## src/rtl/philv_pkg.sv

```systemverilog
// rtl/philv_pkg.sv - shared opcodes, ALU codes, FSM states and control encodings
package philv_pkg;

    // Opcodes recognised by the decoder
    localparam logic [6:0] OP_R      = 7'b0110011;
    localparam logic [6:0] OP_I      = 7'b0010011;
    localparam logic [6:0] OP_LOAD   = 7'b0000011;
    localparam logic [6:0] OP_STORE  = 7'b0100011;
    localparam logic [6:0] OP_BRANCH = 7'b1100011;
    localparam logic [6:0] OP_LUI    = 7'b0110111;
    localparam logic [6:0] OP_AUIPC  = 7'b0010111;
    localparam logic [6:0] OP_JAL    = 7'b1101111;

    // ALU function codes {instr[30], funct3}
    localparam logic [3:0] ALU_ADD  = 4'b0000;
    localparam logic [3:0] ALU_SUB  = 4'b1000;
    localparam logic [3:0] ALU_SLL  = 4'b0001;
    localparam logic [3:0] ALU_SLT  = 4'b0010;
    localparam logic [3:0] ALU_SLTU = 4'b0011;
    localparam logic [3:0] ALU_XOR  = 4'b0100;
    localparam logic [3:0] ALU_SRL  = 4'b0101;
    localparam logic [3:0] ALU_SRA  = 4'b1101;
    localparam logic [3:0] ALU_OR   = 4'b0110;
    localparam logic [3:0] ALU_AND  = 4'b0111;

    // funct3 values that matter to the controller
    localparam logic [2:0] F3_LB  = 3'b000;
    localparam logic [2:0] F3_SHR = 3'b101;

    // Register write-back source select
    localparam logic [1:0] WR_SRC_DMEM = 2'b00;
    localparam logic [1:0] WR_SRC_ALU  = 2'b01;
    localparam logic [1:0] WR_SRC_BYTE = 2'b10;

    // ALU operand B select
    localparam logic [1:0] SRC_B_RS2  = 2'b00;
    localparam logic [1:0] SRC_B_FOUR = 2'b01;
    localparam logic [1:0] SRC_B_IMM  = 2'b10;

    // Instruction field positions
    localparam int RD_LSB     = 7;
    localparam int FUNCT3_LSB = 12;
    localparam int RS1_LSB    = 15;
    localparam int RS2_LSB    = 20;

    typedef enum logic [2:0] {
        ST_FETCH,
        ST_DECODE,
        ST_EXECUTE,
        ST_MEMORY,
        ST_WRITEBACK
    } state_t;

    typedef struct packed {
        logic       pc_write;
        logic       ir_write;
        logic       dmem_write;
        logic       reg_write;
        logic [1:0] reg_wr_src;
        logic       alu_src_a;
        logic [1:0] alu_src_b;
    } ctrl_t;

endpackage

```

## src/rtl/philv_alu.sv

```systemverilog
// rtl/philv_alu.sv - combinational RV32I integer ALU
module philv_alu
    import philv_pkg::*;
#(
    parameter int BUS_WIDTH = 32
) (
    input  logic [3:0]           alu_funct,
    input  logic [BUS_WIDTH-1:0] alu_x,
    input  logic [BUS_WIDTH-1:0] alu_y,
    output logic [BUS_WIDTH-1:0] alu_z
);

    logic [4:0] shamt;
    assign shamt = alu_y[4:0];

    // Result selection; undefined codes yield zero
    always_comb begin
        alu_z = '0;
        case (alu_funct)
            ALU_ADD:  alu_z = alu_x + alu_y;
            ALU_SUB:  alu_z = alu_x - alu_y;
            ALU_SLL:  alu_z = alu_x << shamt;
            ALU_SLT:  alu_z[0] = $signed(alu_x) < $signed(alu_y);
            ALU_SLTU: alu_z[0] = alu_x < alu_y;
            ALU_XOR:  alu_z = alu_x ^ alu_y;
            ALU_SRL:  alu_z = alu_x >> shamt;
            ALU_SRA:  alu_z = $unsigned($signed(alu_x) >>> shamt);
            ALU_OR:   alu_z = alu_x | alu_y;
            ALU_AND:  alu_z = alu_x & alu_y;
            default:  alu_z = '0;
        endcase
    end

endmodule

```

## src/rtl/philv_decode_exec_ctrl.sv

```systemverilog
// rtl/philv_decode_exec_ctrl.sv - multicycle controller FSM, decoder and ALU
module philv_decode_exec_ctrl
    import philv_pkg::*;
#(
    parameter int BUS_WIDTH = 32
) (
    input  logic                 clk,
    input  logic                 rstb,
    input  logic [31:0]          instr,
    input  logic [BUS_WIDTH-1:0] alu_x,
    input  logic [BUS_WIDTH-1:0] alu_y,
    output logic [BUS_WIDTH-1:0] alu_z,
    output logic [4:0]           rs1,
    output logic [4:0]           rs2,
    output logic [4:0]           rd,
    output logic [31:0]          immed,
    output logic                 pc_write,
    output logic                 ir_write,
    output logic                 dmem_write,
    output logic                 reg_write,
    output logic [1:0]           reg_wr_src,
    output logic                 alu_src_a,
    output logic [1:0]           alu_src_b
);

    logic [6:0] opcode;
    logic [2:0] funct3;
    logic       is_r, is_i, is_load, is_store, supported;
    logic [3:0] alu_funct;

    state_t state_q, state_d;
    logic   run_q, run_d;
    ctrl_t  ctrl_q, ctrl_d;

    assign opcode = instr[6:0];
    assign funct3 = instr[FUNCT3_LSB +: 3];
    assign rs1    = instr[RS1_LSB +: 5];
    assign rs2    = instr[RS2_LSB +: 5];
    assign rd     = instr[RD_LSB +: 5];

    assign is_r      = (opcode == OP_R);
    assign is_i      = (opcode == OP_I);
    assign is_load   = (opcode == OP_LOAD);
    assign is_store  = (opcode == OP_STORE);
    assign supported = is_r | is_i | is_load | is_store;

    // Immediate extraction by instruction format
    always_comb begin
        immed = '0;
        case (opcode)
            OP_I, OP_LOAD: immed = {{20{instr[31]}}, instr[31:20]};
            OP_STORE:      immed = {{20{instr[31]}}, instr[31:25], instr[11:7]};
            OP_BRANCH:     immed = {{19{instr[31]}}, instr[31], instr[7],
                                    instr[30:25], instr[11:8], 1'b0};
            OP_LUI, OP_AUIPC: immed = {instr[31:12], 12'b0};
            OP_JAL:        immed = {{11{instr[31]}}, instr[31], instr[19:12],
                                    instr[20], instr[30:21], 1'b0};
            default:       immed = '0;
        endcase
    end

    // ALU function: decoded only in EXECUTE for R / I-ALU, ADD everywhere else
    always_comb begin
        alu_funct = ALU_ADD;
        if (state_q == ST_EXECUTE) begin
            if (is_r) begin
                alu_funct = {instr[30], funct3};
            end else if (is_i) begin
                alu_funct = (funct3 == F3_SHR) ? {instr[30], F3_SHR} : {1'b0, funct3};
            end
        end
    end

    // Next state plus the Moore outputs of that state, so outputs leave a flop
    always_comb begin
        run_d   = 1'b1;
        state_d = state_q;
        ctrl_d  = '0;
        if (!run_q) begin
            // First edge after reset release enters FETCH
            state_d = ST_FETCH;
        end else begin
            case (state_q)
                ST_FETCH:     state_d = ST_DECODE;
                ST_DECODE:    state_d = supported ? ST_EXECUTE : ST_FETCH;
                ST_EXECUTE:   state_d = ST_MEMORY;
                ST_MEMORY:    state_d = is_store ? ST_FETCH : ST_WRITEBACK;
                ST_WRITEBACK: state_d = ST_FETCH;
                default:      state_d = ST_FETCH;
            endcase
        end
        case (state_d)
            ST_FETCH: begin
                ctrl_d.ir_write  = 1'b1;
                ctrl_d.alu_src_b = SRC_B_FOUR;
            end
            ST_DECODE: ctrl_d.pc_write = 1'b1;
            ST_EXECUTE: begin
                ctrl_d.alu_src_a = 1'b1;
                ctrl_d.alu_src_b = is_r ? SRC_B_RS2 : SRC_B_IMM;
            end
            ST_MEMORY: ctrl_d.dmem_write = is_store;
            ST_WRITEBACK: begin
                ctrl_d.reg_write = 1'b1;
                if (is_load) begin
                    ctrl_d.reg_wr_src = (funct3 == F3_LB) ? WR_SRC_BYTE : WR_SRC_DMEM;
                end else begin
                    ctrl_d.reg_wr_src = WR_SRC_ALU;
                end
            end
            default: ctrl_d = '0;
        endcase
    end

    // State and registered control outputs; reset aborts any write in flight
    always_ff @(posedge clk or negedge rstb) begin
        if (!rstb) begin
            state_q <= ST_FETCH;
            run_q   <= 1'b0;
            ctrl_q  <= '0;
        end else begin
            state_q <= state_d;
            run_q   <= run_d;
            ctrl_q  <= ctrl_d;
        end
    end

    assign pc_write   = ctrl_q.pc_write;
    assign ir_write   = ctrl_q.ir_write;
    assign dmem_write = ctrl_q.dmem_write;
    assign reg_write  = ctrl_q.reg_write;
    assign reg_wr_src = ctrl_q.reg_wr_src;
    assign alu_src_a  = ctrl_q.alu_src_a;
    assign alu_src_b  = ctrl_q.alu_src_b;

    philv_alu #(
        .BUS_WIDTH(BUS_WIDTH)
    ) u_alu (
        .alu_funct(alu_funct),
        .alu_x    (alu_x),
        .alu_y    (alu_y),
        .alu_z    (alu_z)
    );

endmodule

```

## config.mk

```make
export PLATFORM = sky130hd
export DESIGN_NAME = philv_decode_exec_ctrl
export DESIGN_NICKNAME = d
export VERILOG_FILES = /design/src/rtl/philv_pkg.sv /design/src/rtl/philv_alu.sv /design/src/rtl/philv_decode_exec_ctrl.sv
export SDC_FILE = /design/constraint.sdc
export NUM_CORES = 1
export LEC_CHECK = 0
export BUFFER_PORTS_ARGS = -buffer_cell sky130_fd_sc_hd__buf_2
export CAP_MARGIN = 20
export CORE_MARGIN = 3
export CORE_UTILIZATION = 54
export CTS_CLUSTER_DIAMETER = 150
export DETAILED_ROUTE_END_ITERATION = 10
export GPL_TIMING_DRIVEN = 0
export HOLD_SLACK_MARGIN = 0.12
export PLACE_DENSITY = 0.9
export SLEW_MARGIN = 30
export SYNTH_ARGS = -nofsm -noshare
export SYNTH_HDL_FRONTEND = slang
export SYNTH_HIERARCHICAL = 1
export SYNTH_SLANG_ARGS = --single-unit
```

## constraint.sdc

```tcl
create_clock -name clk -period 3.8 [get_ports clk]
set_clock_uncertainty 0.15 [all_clocks]
set_input_delay 0.19 -clock clk [delete_from_list [all_inputs] [get_ports clk]]
set_output_delay 0.19 -clock clk [all_outputs]
set_load 0.005 [all_outputs]
```

### After elaboration in Yosys (flattened, before gate mapping)

Index checks and enable logic that the tools add are counted.

| word-level totals | value |
|---|---|
| register bits after elaboration | 13 |
| output and inout port bits | 88 |
| word-level logic and storage cells | 73 |

| operators by class | value |
|---|---|
| $add $sub $neg | 2 |
| order comparisons | 2 |
| eq/ne operators | 25 |
| shift-type cells | 3 |
| multiplexer cells | 20 |
| bitwise gates (word level) | 6 |
| reduce and logical (&&, ||, !) cells | 6 |

Operators with widths:

| operator | number |
|---|---|
| $pmux 31 s8 | 1 |
| $pmux 32 s5 | 1 |
| $lt 32x32->1 | 2 |
| $add 32x32->32 | 1 |
| $and 32x32->32 | 1 |
| $or 32x32->32 | 1 |
| $shl 32x5->32 | 1 |
| $shr 32x5->32 | 1 |
| $sshr 32x5->32 | 1 |
| $sub 32x32->32 | 1 |
| $xor 32x32->32 | 1 |
| $eq 7x6->1 const B | 3 |
| $eq 4x3->1 const B | 4 |
| $mux 4 | 4 |
| $eq 7x5->1 const B | 2 |
| $eq 7x7->1 const B | 2 |
| $eq 3x2->1 const B | 4 |
| $pmux 3 s4 | 1 |
| $pmux 1 s10 | 1 |
| $logic_not 3->1 | 3 |
| $mux 3 | 3 |
| $eq 4x2->1 const B | 2 |
| $eq 4x4->1 const B | 2 |
| $mux 2 | 4 |
| other kinds (9) | 17 |

### Longest topological paths before layout

Gate-level depths: netlist (run 1).

| logic depth | value |
|---|---|
| depth in word-level cells | 9 |
| mapped depth | 15 |

### Cells and area by module

Netlist (run 1), hierarchy kept.

Modules (own cells, without submodules):

| module | times used | cells each | area each (um^2) |
|---|---|---|---|
| philv_alu | 1 | 1,299 | 8,722.1 |
| philv_decode_exec_ctrl | 1 | 146 | 1,285.0 |

### Worst setup path after synthesis (run 1)

No wires, ideal clock.

| path | value |
|---|---|
| path type | input port to output port |
| start | input alu_y[2] |
| end | output alu_z[30] |
| data arrival time | 3,400 ps |
| data required time | 3,460 ps |
| setup slack | 60 ps |
| stages | 15 |
| buffers on the path | 4 |
| cells stage by stage | buf_6 > inv_2 > clkbuf_1 > buf_1 > ha_1 > buf_6 > a211oi_1 > o21a_2 > a2111oi_4 > nor4b_2 > o31ai_2 > a22o_2 > a41oi_1 > a21boi_1 > o21ai_0 |

| between the ends | value |
|---|---|
| word-level cells in the longest chain between the ends | 2 |
| elaborated cells between the ends (all ways) | 6 |

RTL lines:

| item | line | source |
|---|---|---|
| from (decl) | philv_decode_exec_ctrl.sv:11 | `input logic [BUS_WIDTH-1:0] alu_y,` |
| $sub 32x32->32, or another cell as far along | philv_alu.sv:21 | `ALU_SUB: alu_z = alu_x - alu_y;` |
| $pmux 31 s8 (*) | philv_alu.sv:19 | `case (alu_funct)` |
| to (decl) | philv_decode_exec_ctrl.sv:12 | `output logic [BUS_WIDTH-1:0] alu_z,` |

Mark *: on every way between the ends. The rest lies on a longest branch, timed or not.

### Worst setup path after layout (run 1)

| path | value |
|---|---|
| start | input alu_y[3] |
| end | output alu_z[10] |

The elaborated chain is that of the path after synthesis.

==> flow_summary.json, run 1 <==
{
  "status": "finished, violations left",
  "violations": "negative setup slack",
  "drive_above_1_share_pct": 25.3,
  "fin_crit_sh_pct": 102,
  "power_frac_clock_pct": 10.8,
  "routed_via_density": 7.20,
  "required_ps": 3460,
  "crit_slowest_cell": "clkbuf_1",
  "clock_sinks": 12,
  "setup_tns_ps": -124,
  "min_period_ps": 3890,
  "critPathMaxStageDelay_ps": 620,
  "ys_types": 99,
  "max_slew_margin_pct": 32.1,
  "hold_path_class": "input pin to async pin",
  "drc": 0,
  "seqPwrFrac_pct": 6.7,
  "maxCapViolCount": 0,
  "drtAntennaViolNets": 0,
  "crit_chain": "clkbuf_4 -> clkbuf_1 -> clkbuf_1 -> clkbuf_1 -> nor2_1 -> a21oi_1 -> o22ai_1 -> o21ai_0 -> o2111ai_1 -> buf_2",
  "clk_path_buf_depth": 2,
  "finalWeightedCongestion": 1.16,
  "place_area_mm2": 0.0112,
  "clk_pin_slew_ps": 40,
  "syn_nets": 1650,
  "wire_per_inst_um": 27.4,
  "port_buffers": 185,
  "final_nets": 1857,
  "grt_pass1_wl_mm": 76.1,
  "cp-start-kind": "input pin",
  "fin_cells": 1882,
  "clkLatencyLatePin_ps": 240,
  "yosys_most_used_dff": "dfrtp_1",
  "cp.arrival_ps": 3550,
  "peakVddDrop_uv": 128,
  "cts_made_buffers": 3,
  "switching_share_pct": 54.3,
  "via_count": 13600,
  "htree_num_levels": 1,
  "dp_cells": 1859,
  "core-area_mm2": 0.0181,
  "syn_area_per_cell_um2": 6.93,
  "num_rows": 49,
  "drt-total-wl_mm": 51.6,
  "cts-root-buf": "clkbuf_16",
  "dp_hpwl_mm": 40.3,
  "worst_pin_slew_ps": 1020,
  "yosys_register_bits": 12,
  "die_h_um": 142,
  "holdWs_ps": 211,
  "grt-ovfl-total": 0,
  "grt_pass1_vias": 12600,
  "finalInstanceArea_mm2": 0.0119,
  "die_w_um": 142,
  "leakage_nw": 5.36,
  "worst_setup_path_end_kind": "output pin",
  "setup_viol": 3,
  "netlist_area_mm2": 0.0100,
  "critPathBufInv": 5,
  "grt_usage_pct": 48.5,
  "power_density_mw_per_mm2": 168,
  "yosysSeqAreaShare_pct": 3.00,
  "start_util_pct": 55.3,
  "synthArstFlopShare_pct": 100,
  "syn_to_final_growth_pct": 18.9,
  "cts_tree": "yes",
  "timing.final.hold_violations": 0,
  "crit_family": "buffers and inverters",
  "grt_start_max_net_pins": 20,
  "boundaryPins": 186,
  "fin_util_pct": 65.8,
  "drtPass1Iterations": 8,
  "combPwrFrac_pct": 82.5,
  "syn-instance-count": 1445,
  "rsz0062_at_grt": "true",
  "worstSetupPathType": "input pin to output pin",
  "critPathMaxFanout": 10,
  "fmax_mhz": 257,
  "cpMostUsedCell": "clkbuf_1",
  "antenna_found_initial": 3,
  "dp_slack_ps": -1630,
  "yosys_warnings": 6,
  "timing.final.ws_setup_ps": -92.0,
  "die-area_mm2": 0.0202,
  "drt_iter0_markers": 1938,
  "p_sw_mw": 1.09,
  "report.final.slew_viol_count": 0,
  "synth-edff-count": 0,
  "power.internal_uw": 915,
  "power_mw": 2.00
}
[Yosys cell counts (7+ instances only)]
library cell | count | share of area [%]
a211o_1 | 12 | 1.1
a211oi_1 | 20 | 1.5
a21o_1 | 14 | 1.1
a21oi_1 | 132 | 6.6
a221oi_1 | 14 | 1.2
a31oi_1 | 13 | 0.81
and2_1 | 12 | 0.75
buf_1 | 15 | 0.56
buf_2 | 23 | 1.2
buf_4 | 28 | 2.1
buf_6 | 11 | 1.2
clkbuf_1 | 49 | 1.8
dfrtp_1 | 12 | 3.0
ha_1 | 105 | 13
inv_1 | 93 | 3.5
mux2i_1 | 42 | 4.2
mux4_2 | 33 | 7.4
nand2_1 | 134 | 5.0
nand2b_1 | 16 | 1.0
nand3_1 | 28 | 1.4
nor2_1 | 178 | 6.7
nor2b_1 | 11 | 0.69
nor3_1 | 31 | 1.6
nor4_1 | 12 | 0.75
o2111ai_1 | 12 | 1.1
o211ai_1 | 28 | 2.1
o21ai_0 | 132 | 6.6
o21bai_1 | 13 | 0.98
o221ai_1 | 12 | 1.1
o22ai_1 | 7 | 0.44
o2bb2ai_1 | 8 | 0.70
o31ai_1 | 14 | 1.1
or3_1 | 11 | 0.69
xnor2_1 | 18 | 1.6
[layout by cell type, fill, tap and decap left out, types with 29 or more instances in the layout]
master,Yosys,routed
mux4_2,33,33
nand2_1,134,132
inv_1,93,93
buf_4,28,47
ha_1,105,103
nor3_1,31,29
mux2i_1,42,42
a21oi_1,132,125
nor2_1,178,176
clkbuf_1,49,30
o21ai_0,132,120
buf_2,23,206
[cell families after synthesis]
family	after synthesis	synth area share [%]
AOI/OAI and AO/OA	524	35.4
and+or+nand+nor	467	21.6
buffers and inverters	227	11.0
adders and majority gates	107	13.5
muxes	86	13.6
xor gates and xnor gates	21	1.84
DFF	12	3.00
other	1	0.0375
[sequential cells by signal, summed over array words and instances (netlist names)]
signal,cells
state_q,3
reg_wr_src,2
alu_src_a,1
alu_src_b,1
dmem_write,1
ir_write,1
pc_write,1
reg_write,1
run_q,1
[final timing paths]
check	start	endpoint	slack, ps	depth (start not counted)
setup / recovery	alu_y[3]	alu_z[10]	-90	10
hold / removal	rstb	run_q	210	2
setup reg to reg	state_q[1]	state_q[1]	2390	3
hold reg to reg	state_q[0]	state_q[0]	390	1
max in group asynchronous	rstb	state_q[0]	3060	2
min in group clk	instr[14]	reg_wr_src[1]	210	3
[power groups by stage]
stage / sequential [mW] / clock, mW / combinational [mW]
6_report: 0.134 / 0.216 / 1.65
5_1_grt: 0.135 / 0.220 / 1.74
4_1_cts: 0.134 / 0.216 / 1.53
3_5_place_dp: 0.136 / 0 / 1.48
3_3_place_gp: 0.135 / 0 / 1.47
2_1_floorplan: 0.135 / 0 / 0.939
[cell type report]
class	count	area, um^2
Inverter	98	380
Clock buffer	4	88.8
Fill cell	1632	6190
Multi-Input combinational cell	1206	8960
Tap cell	229	287
Buffer	125	791
Timing Repair Buffer	206	1090
Sequential cell	12	303
Antenna cell	2	5.00
[metal layers]
metal	GRT usage, %	vias to the layer above	part of all wire (%)
li1	-	5753	-
met1	60.6	6236	35
met2	72.6	1260	41
met3	13.7	299	15
met4	32.8	4	8.9
met5	0	-	0.058
[timing repair]
action,CTS,global route
setup endpoints to repair,32,29
buffers inserted,3,17
pin swaps,8,23
hold buffers,1,0
hold endpoints to repair,12,0
resized for setup,66,60
No activity file was read; power rests on OpenSTA's default activity.
==> inputs of run 2 (changes only) <==
- BUFFER_PORTS_ARGS: -buffer_cell sky130_fd_sc_hd__buf_2 -> -buffer_cell sky130_fd_sc_hd__buf_4
==> run 2 against run 1 <==
The run now ends clean. First-iteration DRC count increased by 8.4%. Fmax up 3.2%. Cell count shrank 0.64%. Clock power barely moved. Sequential cell count stayed put. Critical path depth rose by 2. Non-clock buffer count is 10 lower. Wire length increased by 1.0%. Final area grew 2.4%. Sequential power hardly changed. Power rose by 3.0%. Count of clock-buffer cells in the layout is the same. Highest routed layer is now met4.
==> flow_summary.json, run 2 (same netlist as run 1, synthesis figures left out) <==
{
  "required_ps": 3460,
  "antenna_found_initial": 0,
  "register_area_um2": 303,
  "die_h_um": 142,
  "final_common_cell": "buf_4",
  "drive_above_1_share_pct": 23.8,
  "max_slew_margin_pct": 38.2,
  "finalWeightedCongestion": 1.16,
  "grt_start_max_net_pins": 20,
  "critPathMaxFanout": 10,
  "maxCapViolCount": 0,
  "cts_made_buffers": 3,
  "final_cell_mix": "buf_4 (222), nor2_1 (175), nand2_1 (133), a21oi_1 (129), o21ai_0 (120)",
  "report.final.slew_viol_count": 0,
  "syn_to_final_growth_pct": 21.8,
  "routed_via_density": 7.28,
  "hold_path_class": "input pin to flip-flop",
  "core-area_mm2": 0.0181,
  "dp_hpwl_mm": 40.9,
  "fin_crit_sh_pct": 99.3,
  "drt_iter0_markers": 2100,
  "fin_cells": 1870,
  "boundaryPins": 186,
  "drtAntennaViolNets": 0,
  "power_density_mw_per_mm2": 169,
  "clkLatencyLatePin_ps": 240,
  "cts_tree": "yes",
  "die_w_um": 142,
  "final_nets": 1847,
  "timing.final.hold_violations": 0,
  "clock_sinks": 12,
  "die-area_mm2": 0.0202,
  "drt-total-wl_mm": 52.1,
  "start_util_pct": 55.3,
  "worst_pin_slew_ps": 919,
  "min_period_ps": 3770,
  "fmax_mhz": 265,
  "clk_path_buf_depth": 2,
  "grt_pass1_vias": 12700,
  "clk_pin_slew_ps": 50,
  "largest_reg_flops": 3,
  "grt-ovfl-total": 0,
  "num-fill-cells": 1574,
  "status": "completed",
  "peakVddDrop_uv": 134,
  "worst_setup_path_end_kind": "output pin",
  "drc": 0,
  "wire_per_inst_um": 27.9,
  "grt_usage_pct": 48.4,
  "worstSetupPathType": "flip-flop to output pin",
  "antennaDiodeCount": 0,
  "setup_viol": 0,
  "leakage_nw": 5.39,
  "cp-start-kind": "flip-flop",
  "via_count": 13600,
  "cts-root-buf": "clkbuf_16",
  "grt_pass1_wl_mm": 75.5,
  "drtPass1Iterations": 7,
  "multi_input_comb_area_mm2": 0.00886,
  "port_buffers": 185,
  "cp.arrival_ps": 3430,
  "power_mw": 2.06,
  "num_rows": 49,
  "htree_num_levels": 1,
  "dp_cells": 1859,
  "largest-register": "state_q"
}
## run 2: cell count changes in the layout (fill, tap and decap cells not counted), sizes merged
cell      previous run  this run
buf                280       274
diode                2         0
inv                 96        94
clkinvlp             0         2
clkbuf              54        50
## run 2: repair_timing
item                       in CTS  in global routing
hold endpoints to repair       12                  0
gates resized for setup        63                 36
pin swaps                       7                 16
cloned                          0                  1
setup endpoints to repair      32                 22
setup buffers                   2                  8
hold buffers                    1                  0
## run 2: worst max-delay path: stages, from the launching register on
cell and delay, ps:
dfrtp_1 410, nand4bb_4 250, nor3_4 200, and2_1 270
nor2b_1 300, and3_1 210, clkbuf_1 190, clkbuf_1 570
a32oi_1 220, o221ai_1 150, a21oi_1 130, o21ai_0 130
buf_4 140
## run 2: metrics by stage
stage	area [um^2]	setup WS [ps]	hold slack, ps	util [%]	setup TNS (ps)
3_5_place_dp	11700	-1610	-116	64.6	-21670
2_1_floorplan	10000	59.9	-256	-	0
5_1_grt	12200	-11.2	194	67.4	-11.2
3_3_place_gp	11700	-1530	-121	64.6	-19740
6_report	12200	27.1	189	67.4	0
4_1_cts	12000	-12.0	173	66.5	-18.4
## run 2: cell type report
cell class / count / share of cell area, %
Buffer: 124 / 6.40
Clock buffer: 4 / 0.729
Inverter: 98 / 3.16
Multi-Input combinational cell: 1206 / 72.7
Sequential cell: 12 / 2.48
Tap cell: 229 / 2.35
Timing Repair Buffer: 197 / 12.1
## run 2: worst paths after layout
check,slack (ps),from,depth (start not counted),endpoint
max,30,state_q[2],12,alu_z[0]
min reg2reg,340,state_q[0],1,pc_write
max reg2reg,2360,state_q[0],4,reg_wr_src[0]
min in group asynchronous,230,rstb,2,state_q[2]
max in group asynchronous,3090,rstb,2,state_q[1]
min,190,instr[4],3,alu_src_b[1]
## run 2: per-layer routing
metal | vias to the layer above | routed length [um] | global-route usage (%) | part of all wire (%)
li1 | 5728 | - | - | -
met1 | 6180 | 17700 | 58.1 | 34
met2 | 1361 | 21700 | 74.9 | 42
met3 | 350 | 7840 | 13.5 | 15
met4 | 0 | 4810 | 33.0 | 9.2
met5 | - | 0 | 0 | 0
## run 2: report_power, final
| group | total, mW | internal [mW] | switching [mW] |
|---|---|---|---|
| Clock | 0.215 | 0.159 | 0.0559 |
| Sequential | 0.134 | 0.131 | 0.00242 |
| Combinational | 1.72 | 0.683 | 1.03 |
